## src/rtl/div8_pkg.sv

```systemverilog
// Shared definitions for the sequential 8-bit divider.
// Holds the FSM state encoding, the operand width, the iteration count and
// the quotient value reported on divide-by-zero.
package div8_pkg;

    localparam int unsigned DIV8_W     = 8;
    localparam int unsigned DIV8_ITERS = 8;

    localparam logic [DIV8_W-1:0] DIV8_ZERO_QUOT = 8'hFF;

    typedef enum logic [1:0] {
        StIdle = 2'd0,
        StRun  = 2'd1,
        StDone = 2'd2
    } div8_state_e;

endpackage

```

## src/rtl/div8_step.sv

```systemverilog
// One restoring-division iteration (combinational).
// Shifts the next dividend bit into the partial remainder and trial-subtracts
// the divisor.
// Ports:
//   rem_i    current partial remainder
//   q_msb_i  dividend bit being shifted in (MSB of the quotient shift register)
//   dvs_i    divisor
//   rem_o    next partial remainder
//   q_bit_o  quotient bit produced by this iteration
module div8_step
    import div8_pkg::*;
(
    input  logic [DIV8_W-1:0] rem_i,
    input  logic              q_msb_i,
    input  logic [DIV8_W-1:0] dvs_i,
    output logic [DIV8_W-1:0] rem_o,
    output logic              q_bit_o
);

    logic [DIV8_W:0]   trial;
    logic [DIV8_W-1:0] diff;
    logic              c_out;

    assign trial = {rem_i, q_msb_i};

    sub8 u_sub8 (
        .a_i     (trial[DIV8_W-1:0]),
        .b_i     (dvs_i),
        .diff_o  (diff),
        .c_out_o (c_out)
    );

    // A set trial[8] means the 9-bit trial exceeds any 8-bit divisor. The
    // 8-bit difference is then still exact mod 256, so it is taken as-is.
    assign q_bit_o = trial[DIV8_W] | c_out;
    assign rem_o   = q_bit_o ? diff : trial[DIV8_W-1:0];

endmodule

```

## src/rtl/sub8.sv

```systemverilog
// Shared ALU 8-bit subtractor: diff = a + ~b + 1.
// Ports:
//   a_i      minuend
//   b_i      subtrahend
//   diff_o   a - b, mod 256
//   c_out_o  carry out; 1 means no borrow (a >= b)
module sub8
    import div8_pkg::*;
(
    input  logic [DIV8_W-1:0] a_i,
    input  logic [DIV8_W-1:0] b_i,
    output logic [DIV8_W-1:0] diff_o,
    output logic              c_out_o
);

    assign {c_out_o, diff_o} = {1'b0, a_i} + {1'b0, ~b_i} + {{DIV8_W{1'b0}}, 1'b1};

endmodule

```

## src/rtl/div8_seq.sv

```systemverilog
// Sequential 8-bit restoring divider with a start/busy/done handshake.
// One shift-and-trial-subtract per clock; results are valid with the one-cycle
// done pulse and hold until the next accepted start.
// Optional build macro DIV8_SIGNED_EN adds input is_signed for truncating
// two's-complement division with the same latency.
// Ports:
//   clk          rising-edge clock
//   rst          synchronous active-high reset
//   start        request, sampled only while not busy
//   dividend     numerator, captured on an accepted start
//   divisor      denominator, captured on an accepted start
//   is_signed    (DIV8_SIGNED_EN only) treat operands as two's complement
//   busy         operation in progress
//   done         one-cycle pulse, results valid
//   quotient     result quotient
//   remainder    result remainder
//   div_by_zero  set when the divisor was zero; valid with done
module div8_seq
    import div8_pkg::*;
#(
    parameter int unsigned WIDTH = DIV8_W
) (
    input  logic             clk,
    input  logic             rst,
    input  logic             start,
    input  logic [WIDTH-1:0] dividend,
    input  logic [WIDTH-1:0] divisor,
`ifdef DIV8_SIGNED_EN
    input  logic             is_signed,
`endif
    output logic             busy,
    output logic             done,
    output logic [WIDTH-1:0] quotient,
    output logic [WIDTH-1:0] remainder,
    output logic             div_by_zero
);

    localparam int unsigned   CntW    = $clog2(WIDTH);
    localparam logic [CntW-1:0] LastCnt = CntW'(WIDTH - 1);

    div8_state_e       state_q;
    logic [CntW-1:0]   count_q;
    logic [WIDTH-1:0]  q_reg_q;
    logic [WIDTH-1:0]  rem_q;
    logic [WIDTH-1:0]  dvs_q;
    logic              busy_q;
    logic              done_q;
    logic [WIDTH-1:0]  quot_q;
    logic [WIDTH-1:0]  remd_q;
    logic              dbz_q;

    logic [WIDTH-1:0]  step_rem;
    logic              step_bit;
    logic [WIDTH-1:0]  quot_raw;
    logic [WIDTH-1:0]  dividend_mag;
    logic [WIDTH-1:0]  divisor_mag;
    logic [WIDTH-1:0]  quot_fin;
    logic [WIDTH-1:0]  rem_fin;

    div8_step u_step (
        .rem_i   (rem_q),
        .q_msb_i (q_reg_q[WIDTH-1]),
        .dvs_i   (dvs_q),
        .rem_o   (step_rem),
        .q_bit_o (step_bit)
    );

    assign quot_raw = {q_reg_q[WIDTH-2:0], step_bit};

`ifdef DIV8_SIGNED_EN
    localparam logic [WIDTH-1:0] Zero = '0;

    logic             neg_quot_q;
    logic             neg_rem_q;
    logic [WIDTH-1:0] dividend_neg;
    logic [WIDTH-1:0] divisor_neg;
    logic [WIDTH-1:0] quot_neg;
    logic [WIDTH-1:0] rem_neg;
    logic             unused_c_dd;
    logic             unused_c_dv;
    logic             unused_c_q;
    logic             unused_c_r;

    // Negation is 0 - x through the shared subtractor.
    sub8 u_neg_dd (.a_i(Zero), .b_i(dividend), .diff_o(dividend_neg), .c_out_o(unused_c_dd));
    sub8 u_neg_dv (.a_i(Zero), .b_i(divisor),  .diff_o(divisor_neg),  .c_out_o(unused_c_dv));
    sub8 u_neg_q  (.a_i(Zero), .b_i(quot_raw), .diff_o(quot_neg),     .c_out_o(unused_c_q));
    sub8 u_neg_r  (.a_i(Zero), .b_i(step_rem), .diff_o(rem_neg),      .c_out_o(unused_c_r));

    // -128 negates to itself, which is its correct unsigned magnitude.
    assign dividend_mag = (is_signed && dividend[WIDTH-1]) ? dividend_neg : dividend;
    assign divisor_mag  = (is_signed && divisor[WIDTH-1])  ? divisor_neg  : divisor;
    assign quot_fin     = neg_quot_q ? quot_neg : quot_raw;
    assign rem_fin      = neg_rem_q  ? rem_neg  : step_rem;
`else
    assign dividend_mag = dividend;
    assign divisor_mag  = divisor;
    assign quot_fin     = quot_raw;
    assign rem_fin      = step_rem;
`endif

    always_ff @(posedge clk) begin
        if (rst) begin
            state_q <= StIdle;
            count_q <= '0;
            q_reg_q <= '0;
            rem_q   <= '0;
            dvs_q   <= '0;
            busy_q  <= 1'b0;
            done_q  <= 1'b0;
            quot_q  <= '0;
            remd_q  <= '0;
            dbz_q   <= 1'b0;
`ifdef DIV8_SIGNED_EN
            neg_quot_q <= 1'b0;
            neg_rem_q  <= 1'b0;
`endif
        end else begin
            case (state_q)
                StIdle, StDone: begin
                    state_q <= StIdle;
                    done_q  <= 1'b0;
                    if (start) begin
                        if (divisor == '0) begin
                            state_q <= StDone;
                            done_q  <= 1'b1;
                            quot_q  <= DIV8_ZERO_QUOT;
                            remd_q  <= dividend;
                            dbz_q   <= 1'b1;
                        end else begin
                            state_q <= StRun;
                            busy_q  <= 1'b1;
                            q_reg_q <= dividend_mag;
                            rem_q   <= '0;
                            dvs_q   <= divisor_mag;
                            count_q <= '0;
`ifdef DIV8_SIGNED_EN
                            neg_quot_q <= is_signed & (dividend[WIDTH-1] ^ divisor[WIDTH-1]);
                            neg_rem_q  <= is_signed & dividend[WIDTH-1];
`endif
                        end
                    end
                end
                StRun: begin
                    rem_q   <= step_rem;
                    q_reg_q <= quot_raw;
                    count_q <= count_q + CntW'(1);
                    if (count_q == LastCnt) begin
                        state_q <= StDone;
                        busy_q  <= 1'b0;
                        done_q  <= 1'b1;
                        quot_q  <= quot_fin;
                        remd_q  <= rem_fin;
                        dbz_q   <= 1'b0;
                    end
                end
                default: state_q <= StIdle;
            endcase
        end
    end

    assign busy        = busy_q;
    assign done        = done_q;
    assign quotient    = quot_q;
    assign remainder   = remd_q;
    assign div_by_zero = dbz_q;

endmodule
```

## config.mk

```make
export PLATFORM = sky130hd
export DESIGN_NAME = div8_seq
export DESIGN_NICKNAME = d
export VERILOG_FILES = /design/src/rtl/div8_pkg.sv /design/src/rtl/div8_step.sv /design/src/rtl/sub8.sv /design/src/rtl/div8_seq.sv
export SDC_FILE = /design/constraint.sdc
export NUM_CORES = 1
export LEC_CHECK = 0
export BUFFER_PORTS_ARGS = -buffer_cell sky130_fd_sc_hd__buf_2
export CORE_MARGIN = 2
export CORE_UTILIZATION = 48
export DETAILED_ROUTE_END_ITERATION = 8
export GPL_TIMING_DRIVEN = 0
export PLACE_DENSITY = 0.72
export SLEW_MARGIN = 20
export SYNTH_ARGS = -nofsm -noshare
export SYNTH_HDL_FRONTEND = slang
export SYNTH_HIERARCHICAL = 1
export SYNTH_SLANG_ARGS = --single-unit
```

## constraint.sdc

```tcl
create_clock -name clk -period 3.5 [get_ports clk]
set_input_delay 0.7 -clock clk [delete_from_list [all_inputs] [get_ports clk]]
set_output_delay 0.7 -clock clk [all_outputs]
set_load 0.02 [all_outputs]
```

==> qor.csv <==
stage,metric,value,unit
run_status,status,"finished, final reports clean",
clock_network,cts_setup_buffers,0,
power_and_ir_drop,p_leak,1.18,nW
grt,grt_pass1_wl,8740,um
hold_path,min_from,dvs_q[7],
timing,setup-tns-final,0,ps
clock_network,cts_resized,0,
setup_path,crit_slowest_cell,fa_1,
power_and_ir_drop,power_frac_seq,46.9,%
job,cap_violations,0,
timing,fin_crit_sh,77.0,%
setup_path,startpoint_type,flop,
setup_path,cp_slowest_stage_delay,440,ps
floorplan,std_cell_rows,25,
timing,layout_setup_ws,806,ps
finish,nets,358,
grt,overflow,0,
setup_path,cp-end-kind,flop,
timing,slew_headroom,59.0,%
clock_network,cts_max_path_buffers,2,
clock_network,cts_hold_buf,0,
power_and_ir_drop,combPwrFrac,24.7,%
drt,wl_per_cell,13.0,um
hold_path,hold_end,dvs_q[7],
drt,drcViolationCount,0,
timing,period_needed,2690,ps
setup_path,worstReg2RegEnd,remainder[3],
finish,final_layout_size_suffix_gt1_share,22.8,%
clock_network,htree_num_levels,2,
setup_path,critical_path_buf_inv_count,1,
setup_path,reg2reg_from,q_reg_q[7],
clock_network,clk_pin_slew_worst_paths,100,ps
setup_path,required,3690,ps
floorplan,die_height,74.2,um
timing,max_freq,371,MHz
clock_network,clk_latency,310,ps
yosys,syn-cell-area,2360,um2
drt,dr.pass1.iters,4,
timing,fin_hold_ws,464,ps
placement,pre_cts_slack,826,ps
floorplan,ios,38,
yosys,syn_inst,285,
power_and_ir_drop,p_clk_share,28.3,%
yosys,yosysSeqAreaShare,40.7,%
finish,ff_latch_area,961,um2
power_and_ir_drop,irDropWorstVdd,274,uV
drt,via_per_inst,5.19,
grt,antenna_found_initial,0,
floorplan,coreArea,4720,um2
setup_path,crit_path_max_fanout,9,
setup_path,path_cells,"inv_1, ha_1, fa_1, nor2b_4, o21ai_2, a21boi_2, o21ai_1, a21oi_1, nor2_4, mux2_2, nand2_1, and3_1, nor3_2",
yosys,synth.distinct_cells,37,
drt,final_antenna_net_count,0,
setup_path,cp.arrival,2880,ps
yosys,yosys_warnings,6,
power_and_ir_drop,switchingPower,0.000384,W
clock_network,numCtsBuffers,5,
grt,grt_start_max_net_pins,16,
timing,finalSetupViolations,0,
hold_path,hold_class,flop to flop,
yosys,ys_seq_elements,48,
grt,grt_use_total,20.9,%
yosys,syn_area_per_cell,8.29,um2
timing,worst_slew_pin_slew,614,ps
floorplan,start_util,50.0,%
timing,timing.final.max_slew_violations,0,
setup_path,worstSetupPathType,flop to flop,
finish,layout_common_cells,"48 x dfxtp_1, 45 x nand2_1, 42 x a21oi_1, 39 x buf_2, 22 x nor2_1",
clock_network,cts_tree,done,
finish,nFillCells,445,
setup_path,r2r_slack,810,ps
power_and_ir_drop,swShare,30.4,%
timing,hold_violations,0,
power_and_ir_drop,p_per_area,464,nW/um2
clock_network,cts_sinks,48,
finish,final_common_cell,dfxtp_1,
drt,drt-total-wl,5150,um
placement,gp_congestion,0.812,
clock_network,root_buffer,clkbuf_8,
placement,dp_hpwl,3890,um
drt,route.vias.total,2057,
placement,port_buffers,36,
timing,skew,8.33,ps
timing,rsz0062_at_grt,false,
hold_path,holdPathStages,2,
finish,multi_input_area,1260,um2
power_and_ir_drop,p_int,0.000880,W
setup_path,critPathTopFamily,adder cells,
finish,insertedDiodeCount,0,
floorplan,design.die.area,5500,um2
floorplan,die_x,74.2,um
drt,drt_iter0_drc,83,
finish,syn_to_final_growth,15.3,%
yosys,synth_nets,315,
grt,grt_pass1_vias,1893,
setup_path,rr_worst_depth,13,
[worst register-to-register path: stages, from the launching register on]
cell	delay (ps)
dfxtp_1	360
inv_1	50
ha_1	210
fa_1	440
nor2b_4	130
o21ai_2	70
a21boi_2	200
o21ai_1	110
a21oi_1	240
nor2_4	120
mux2_2	290
nand2_1	100
and3_1	190
nor3_2	50
[metrics by stage]
| stage | area [um2] | cells | total power [W] | util (%) |
|---|---|---|---|---|
| floorplan | 2360 | 285 | 0.000852 | - |
| finish | 2730 | 396 | 0.00126 | 57.7 |
| global placement | 2630 | 388 | 0.000913 | 55.6 |
| global route | 2730 | 396 | 0.00134 | 57.7 |
| detailed placement | 2630 | 388 | 0.000917 | 55.6 |
| CTS | 2730 | 396 | 0.00127 | 57.7 |
[cell usage after synthesis]
cell type | number | area, um2
dfxtp_1 | 48 | 961
nand2_1 | 45 | 169
a21oi_1 | 42 | 210
nor2_1 | 22 | 82.6
inv_1 | 14 | 52.6
nand3_1 | 11 | 55.1
ha_1 | 10 | 125
o21ai_0 | 9 | 45.0
o22ai_1 | 9 | 56.3
and3_1 | 8 | 50.1
clkbuf_1 | 8 | 30.0
mux2_2 | 8 | 90.1
nor3_2 | 8 | 80.1
nor2b_1 | 4 | 25.0
o21a_1 | 4 | 30.0
xnor2_1 | 4 | 35.0
buf_2 | 3 | 15.0
buf_6 | 3 | 33.8
nand2b_1 | 3 | 18.8
buf_1 | 2 | 7.51
o21ai_1 | 2 | 10.0
or3_1 | 2 | 12.5
or4_4 | 2 | 22.5
a21boi_1 | 1 | 7.51
a21boi_2 | 1 | 11.3
a21oi_2 | 1 | 8.76
buf_4 | 1 | 7.51
fa_1 | 1 | 20.0
nand3b_1 | 1 | 7.51
nor2_4 | 1 | 11.3
nor2b_4 | 1 | 13.8
nor3_1 | 1 | 5.00
o211ai_1 | 1 | 7.51
o21ai_2 | 1 | 8.76
o31a_1 | 1 | 8.76
o31ai_4 | 1 | 21.3
or2b_1 | 1 | 7.51
[cells by family after synthesis]
| logic type | share of synthesized area (%) |
|---|---|
| simple gates | 23.7 |
| flops | 40.7 |
| compound gates | 18.0 |
| buf+inv | 6.19 |
| xor+xnor | 1.48 |
| fa+ha+maj | 6.14 |
| mux | 3.81 |
[worst max-delay path by stage]
stage	cells past startpoint	to	startpoint	slack, ps
after floorplan	13	remainder[4]	q_reg_q[7]	1070
after global placement	13	remainder[0]	q_reg_q[7]	830
after detailed placement	13	remainder[0]	q_reg_q[7]	830
after CTS	13	remainder[0]	q_reg_q[7]	810
after global routing	13	remainder[3]	q_reg_q[7]	640
final	13	remainder[3]	q_reg_q[7]	810
[cell type report]
class,count,share of cell area [%]
multi-input cells,206,46.1
repair buffers,36,6.61
inverters,14,1.93
clock inverters,2,0.551
plain buffers,17,3.44
clock buffers,6,3.03
flip-flops and latches,48,35.3
well taps,67,3.08
[power groups by stage]
stage	sequential [W]	combinational [W]	clock, W
floorplan	0.000602	0.000250	0
global placement	0.000605	0.000308	0
global route	0.000597	0.000354	0.000385
CTS	0.000593	0.000313	0.000363
finish	0.000593	0.000313	0.000358
detailed placement	0.000606	0.000311	0
[registers in the layout, indices dropped and copies added, names as in the netlist, 2 cells and up]
signal and cells:
remainder 8, count_q 3, quotient 8, state_q 2
dvs_q 8, rem_q 8, q_reg_q 8
[layer usage]
layer,GRT usage (%),routed length [um],part of all wire [%]
met2,31.9,2370,46
met3,5.28,230,4.5
met1,28.5,2470,48
met4,8.08,76,1.5
met5,0,0,0
(Power assumes the default switching activity.)
